--- src/rtl/dmem_arbiter.sv ---
// Data-memory port arbiter: the CPU execute stage and a debug/display port share
// one set of byte-lane banks; debug wins when the CPU is idle or after a bounded wait.
module dmem_arbiter #(
    parameter int unsigned STARVE_MAX = 4,
    parameter logic [15:0] STALL_SAT  = 16'hFFFF
) (
    input  logic        sysclk,
    input  logic        cpu_resetn,
    input  logic        cpu_req,
    input  logic [3:0]  cpu_wren,
    input  logic [7:0]  cpu_addr,
    input  logic [31:0] cpu_wdata,
    output logic [31:0] cpu_rdata,
    output logic        cpu_stall,
    input  logic        dbg_req,
    input  logic        dbg_we,
    input  logic [7:0]  dbg_addr,
    input  logic [31:0] dbg_wdata,
    output logic        dbg_ack,
    output logic [31:0] dbg_rdata,
    output logic [7:0]  mem_addr,
    output logic [3:0]  mem_wren,
    output logic [31:0] mem_wdata,
    input  logic [31:0] mem_rdata,
    output logic [15:0] stall_cnt
);

    typedef enum logic {ARB, DBG_ACK} state_t;

    localparam logic [3:0] STARVE_LIM = 4'(STARVE_MAX);

    state_t      state;
    logic [3:0]  starve;
    logic [15:0] stall_q;
    logic        dbg_elig;
    logic        dbg_grant;

    function automatic logic [15:0] stall_sat_inc(input logic [15:0] v);
        return (v == STALL_SAT) ? v : v + 16'd1;
    endfunction

    function automatic logic [3:0] starve_sat_inc(input logic [3:0] v);
        return (v >= STARVE_LIM) ? STARVE_LIM : v + 4'd1;
    endfunction

    // Debug is held ineligible during reset so a CPU access still reaches memory.
    assign dbg_elig  = cpu_resetn && (state == ARB) && dbg_req;
    assign dbg_grant = dbg_elig && (!cpu_req || (starve == STARVE_LIM));
    assign cpu_stall = cpu_req && dbg_grant;
    assign cpu_rdata = mem_rdata;
    assign stall_cnt = stall_q;

    always_comb begin
        mem_addr  = '0;
        mem_wren  = '0;
        mem_wdata = '0;
        if (dbg_grant) begin
            mem_addr  = dbg_addr;
            mem_wren  = dbg_we ? 4'b1111 : 4'b0000;
            mem_wdata = dbg_wdata;
        end else if (cpu_req) begin
            mem_addr  = cpu_addr;
            mem_wren  = cpu_wren;
            mem_wdata = cpu_wdata;
        end
    end

    always_ff @(posedge sysclk or negedge cpu_resetn) begin
        if (!cpu_resetn) begin
            state     <= ARB;
            starve    <= '0;
            stall_q   <= '0;
            dbg_ack   <= 1'b0;
            dbg_rdata <= '0;
        end else begin
            dbg_ack <= dbg_grant;
            state   <= dbg_grant ? DBG_ACK : ARB;
            if (dbg_grant && !dbg_we) begin
                dbg_rdata <= mem_rdata;
            end
            // Only losses taken in ARB count toward starvation; DBG_ACK cycles hold.
            if (dbg_grant || !dbg_req) begin
                starve <= '0;
            end else if (state == ARB) begin
                starve <= starve_sat_inc(starve);
            end
            if (cpu_stall) begin
                stall_q <= stall_sat_inc(stall_q);
            end
        end
    end

endmodule

--- config.mk ---
export PLATFORM = sky130hd
export DESIGN_NAME = dmem_arbiter
export DESIGN_NICKNAME = d
export VERILOG_FILES = /design/src/rtl/dmem_arbiter.sv
export SDC_FILE = /design/constraint.sdc
export NUM_CORES = 1
export LEC_CHECK = 0
export CORE_AREA = 2 2 100 102
export CTS_CLUSTER_SIZE = 16
export DETAILED_ROUTE_END_ITERATION = 8
export DIE_AREA = 0 0 102 104
export HOLD_SLACK_MARGIN = 0.05
export PLACE_DENSITY = 0.86
export SYNTH_ARGS = -nofsm -noshare
export SYNTH_HDL_FRONTEND = slang
export SYNTH_SLANG_ARGS = --single-unit
--- constraint.sdc ---
create_clock -name sysclk -period 3.7 [get_ports sysclk]
set_clock_uncertainty 0.2 [all_clocks]
set_input_delay 0.74 -clock sysclk [delete_from_list [all_inputs] [get_ports sysclk]]
set_output_delay 0.74 -clock sysclk [all_outputs]
set_load 0.01 [all_outputs]
==> metrics.yaml <==
run_status:
  outcome: "completed"
critical_path:
  cp-end-kind: "output port"
  critPathArrivalTime_ps: 2420
  critPathLaunchType: "register"
  timing.setup.critical_path_class: "reg2out"
  worstPathMaxFanout: 16
  worst_ep_required_time_ps: 2760
  r2r.worst_path.cells: 8
cts:
  clock-sinks: 53
  cts_tree: "yes"
  tritoncts.num_buffers: 5
  path_clk_slew_ps: 100
  ctsHtreeMaxLevel: 2
  ctsLongestPathBuffers: 2
  post-cts-setup-buffer-count: 0
  clock_tree.root_cell: "sky130_fd_sc_hd__clkbuf_8"
  clk-insertion-delay-late_ps: 310
timing:
  worst_pin_slew_ps: 667
  setup_violations: 0
  maxSlewViolCount: 0
  timing.setup.tns_ps: 0
  post-route-worst-setup-slack_ps: 340
  portion_of_the_clock_cycle_consumed_by_the_worst_path_in_the_final_layout_pct: 90.8
  grt_setup_unrepaired: "false"
  finalWorstPathRequiredPeriod_ps: 3360
  max_slew_margin_pct: 55.5
  final_hold_viol_count: 0
  fmax_mhz: 298
finish:
  post_route_cells_drive_above_1_share_pct: 5.98
  num-nets-final: 675
  fin_area_sq_um: 5630
  antenna_cells_inserted: 0
  area.growth.synth_to_final_pct: 79.0
  final_util_pct: 59.0
  stdcell_count: 685
logic_synthesis:
  ys_warn_count: 0
  netlist_instances: 340
  yosys-top-cells-area: "sky130_fd_sc_hd__dfrtp_1 (42%), sky130_fd_sc_hd__mux2_1 (12%), sky130_fd_sc_hd__nand2_1 (11%)"
  synth.top_cell.area_share_pct: 42.1
  ys_types: 34
  yosys_register_bits: 53
  postSynth.asyncResetShare_pct: 100
  synth.yosys.seq_area_share_pct: 42.1
  synth_area_sq_um: 3150
  postSynthAreaPerCell_sq_um: 9.26
  synth_top_flop_cell: "sky130_fd_sc_hd__dfrtp_1"
  synth_nets: 464
  synth_edf_count: 0
  synthDominantAreaCellType: "sky130_fd_sc_hd__dfrtp_1"
drt:
  final_antenna_violating_net_count: 0
  finalWirelength_mm: 10.2
  route.detailed.wl_per_inst_um: 14.9
  remaining_drc_errors: 0
  first_pass_iters: 5
  dr_total_vias: 3178
  detailed_route_iter0_violations: 117
  route.detailed.vias_per_inst: 4.64
run:
  cap_violations: 0
global_routing:
  total_global_routing_overflow: 0
  antenna_found_initial: 0
  pin_count_of_the_biggest_net_entering_global_routing: 54
  gr-usage-all-layers_pct: 18.8
  grt_pass1_vias: 3079
  wire_length_of_the_first_global_routing_pass_mm: 15.6
hold_path:
  holdCritPathClass: "reg2reg"
  whs_path_depth: 1
floorplan:
  fp.dieArea_sq_um: 10600
  io_pins: 247
  row_count: 36
  die_width_um: 102
  vertical_die_dimension_um: 104
  initial_utilization_pct: 33.0
  core_region_area_sq_um: 9550
power_and_ir_drop:
  maximum_ir_drop_on_the_vdd_rail_mv: 0.150
  leakagePower_uw: 0.00233
  power.density_cell_area_nw_per_um2: 310
placement:
  dpl.hpwl_mm: 8.68
  placed_area_sq_um: 5530
  placement.setup.worst_slack_ps: 18.5
  numPlacedInstances: 677
  buffer_ports.inserted: 246
  final_weighted_congestion_in_routability_driven_placement: 0.996
==> layout by cell type (no fill, tap or decap), types with 2 or more instances in the layout <==
| master | count |
|---|---|
| sky130_fd_sc_hd__clkdlybuf4s50_1 | 243 |
| sky130_fd_sc_hd__nand2_1 | 89 |
| sky130_fd_sc_hd__dfrtp_1 | 53 |
| sky130_fd_sc_hd__o21ai_0 | 41 |
| sky130_fd_sc_hd__mux2_1 | 34 |
| sky130_fd_sc_hd__xor2_1 | 14 |
| sky130_fd_sc_hd__buf_4 | 8 |
| sky130_fd_sc_hd__nor2_1 | 6 |
| sky130_fd_sc_hd__nor4_2 | 5 |
| sky130_fd_sc_hd__clkbuf_8 | 5 |
| sky130_fd_sc_hd__inv_1 | 4 |
| sky130_fd_sc_hd__a22o_1 | 4 |
| sky130_fd_sc_hd__nand4_1 | 4 |
| sky130_fd_sc_hd__nand3_1 | 4 |
| sky130_fd_sc_hd__nor3_1 | 4 |
| sky130_fd_sc_hd__ha_1 | 3 |
| sky130_fd_sc_hd__or3_1 | 2 |
| sky130_fd_sc_hd__or4_1 | 2 |
| sky130_fd_sc_hd__or2_2 | 2 |
| sky130_fd_sc_hd__nor4b_2 | 2 |
| sky130_fd_sc_hd__nor4_1 | 2 |
| sky130_fd_sc_hd__clkinvlp_4 | 2 |
| sky130_fd_sc_hd__dlymetal6s2s_1 | 2 |
| sky130_fd_sc_hd__buf_6 | 2 |
==> stage by stage <==
step,power [uW],hold slack [ps]
2_1_floorplan,966,244
4_1_cts,1770,297
5_1_grt,1850,311
6_report,1750,290
3_3_place_gp,1420,269
3_5_place_dp,1440,274
==> where the power goes <==
group / internal, uW / total (uW) / leakage, uW / switching (uW)
logic: 437 / 690 / 0.00162 / 253
registers: 676 / 729 / 0.000669 / 53.5
clock network: 134 / 327 / 0.0000374 / 193
total: 1250 / 1750 / 0.00233 / 500
==> flip-flops by register name, summed over array words and instances, names as in the netlist <==
| signal | count |
|---|---|
| dbg_rdata | 32 |
| starve | 4 |
| dbg_ack | 1 |
| stall_cnt | 16 |
==> cells in the mapped netlist, types with 3 or more instances <==
library cell / instances
sky130_fd_sc_hd__nand3_1: 4
sky130_fd_sc_hd__nor4_2: 5
sky130_fd_sc_hd__clkbuf_1: 13
sky130_fd_sc_hd__buf_4: 35
sky130_fd_sc_hd__nor2_1: 6
sky130_fd_sc_hd__mux2_1: 34
sky130_fd_sc_hd__nor3_1: 4
sky130_fd_sc_hd__xor2_1: 14
sky130_fd_sc_hd__nand2_1: 89
sky130_fd_sc_hd__o21ai_0: 41
sky130_fd_sc_hd__a22o_1: 4
sky130_fd_sc_hd__inv_1: 4
sky130_fd_sc_hd__buf_2: 3
sky130_fd_sc_hd__nand4_1: 4
sky130_fd_sc_hd__dfrtp_1: 53
sky130_fd_sc_hd__ha_1: 3
==> final timing paths <==
path	to	slack (ps)	startpoint
setup / recovery	mem_wdata[12]	340	starve[0]
hold / removal	dbg_rdata[25]	290	dbg_rdata[25]
setup reg to reg	dbg_rdata[11]	1280	starve[0]
hold reg to reg	dbg_rdata[25]	290	dbg_rdata[25]
max in group asynchronous	dbg_rdata[20]	2390	cpu_resetn
min in group asynchronous	stall_cnt[12]	460	cpu_resetn
==> worst max-delay path, stage by stage (launching register included) <==
cell                              delay, ps
sky130_fd_sc_hd__dfrtp_1                430
sky130_fd_sc_hd__inv_1                   70
sky130_fd_sc_hd__ha_1                   150
sky130_fd_sc_hd__nand3b_1               140
sky130_fd_sc_hd__a21oi_4                260
sky130_fd_sc_hd__buf_12                 170
sky130_fd_sc_hd__nand2_1                 50
sky130_fd_sc_hd__o21ai_0                130
sky130_fd_sc_hd__buf_4                  190
sky130_fd_sc_hd__clkdlybuf4s50_1        530
==> area by class of cell <==
cell class / count / area [sq um]
Inverter: 4 / 15.0
Timing Repair Buffer: 257 / 2560
Tap cell: 133 / 166
Clock inverter: 2 / 15.0
Multi-Input combinational cell: 230 / 1470
Sequential cell: 53 / 1330
Fill cell: 816 / 3920
Clock buffer: 6 / 72.6
==> per-layer routing <==
layer / GRT usage, % / vias to the layer above / share of wire (%)
met5: 0 / - / 0
met4: 7.24 / 0 / 3.1
met3: 4.84 / 20 / 9.2
met2: 33.4 / 184 / 50
met1: 21.2 / 1436 / 37
li1: - / 1538 / -
==> timing repair <==
action                                  CTS  global route
resized for setup                         0             4
endpoints found under the setup margin    0            37
hold buffers                              0             0
==> cells by family after synthesis <==
group	Yosys count	synth area share, %
and+or+nand+nor	131	20.9
buffers and inverters	57	11.3
DFF	53	42.1
AOI/OAI and AO/OA	48	8.35
muxes	34	12.2
xor gates and xnor gates	14	3.90
adders and majority gates	3	1.19
(Power assumes the default switching activity.)
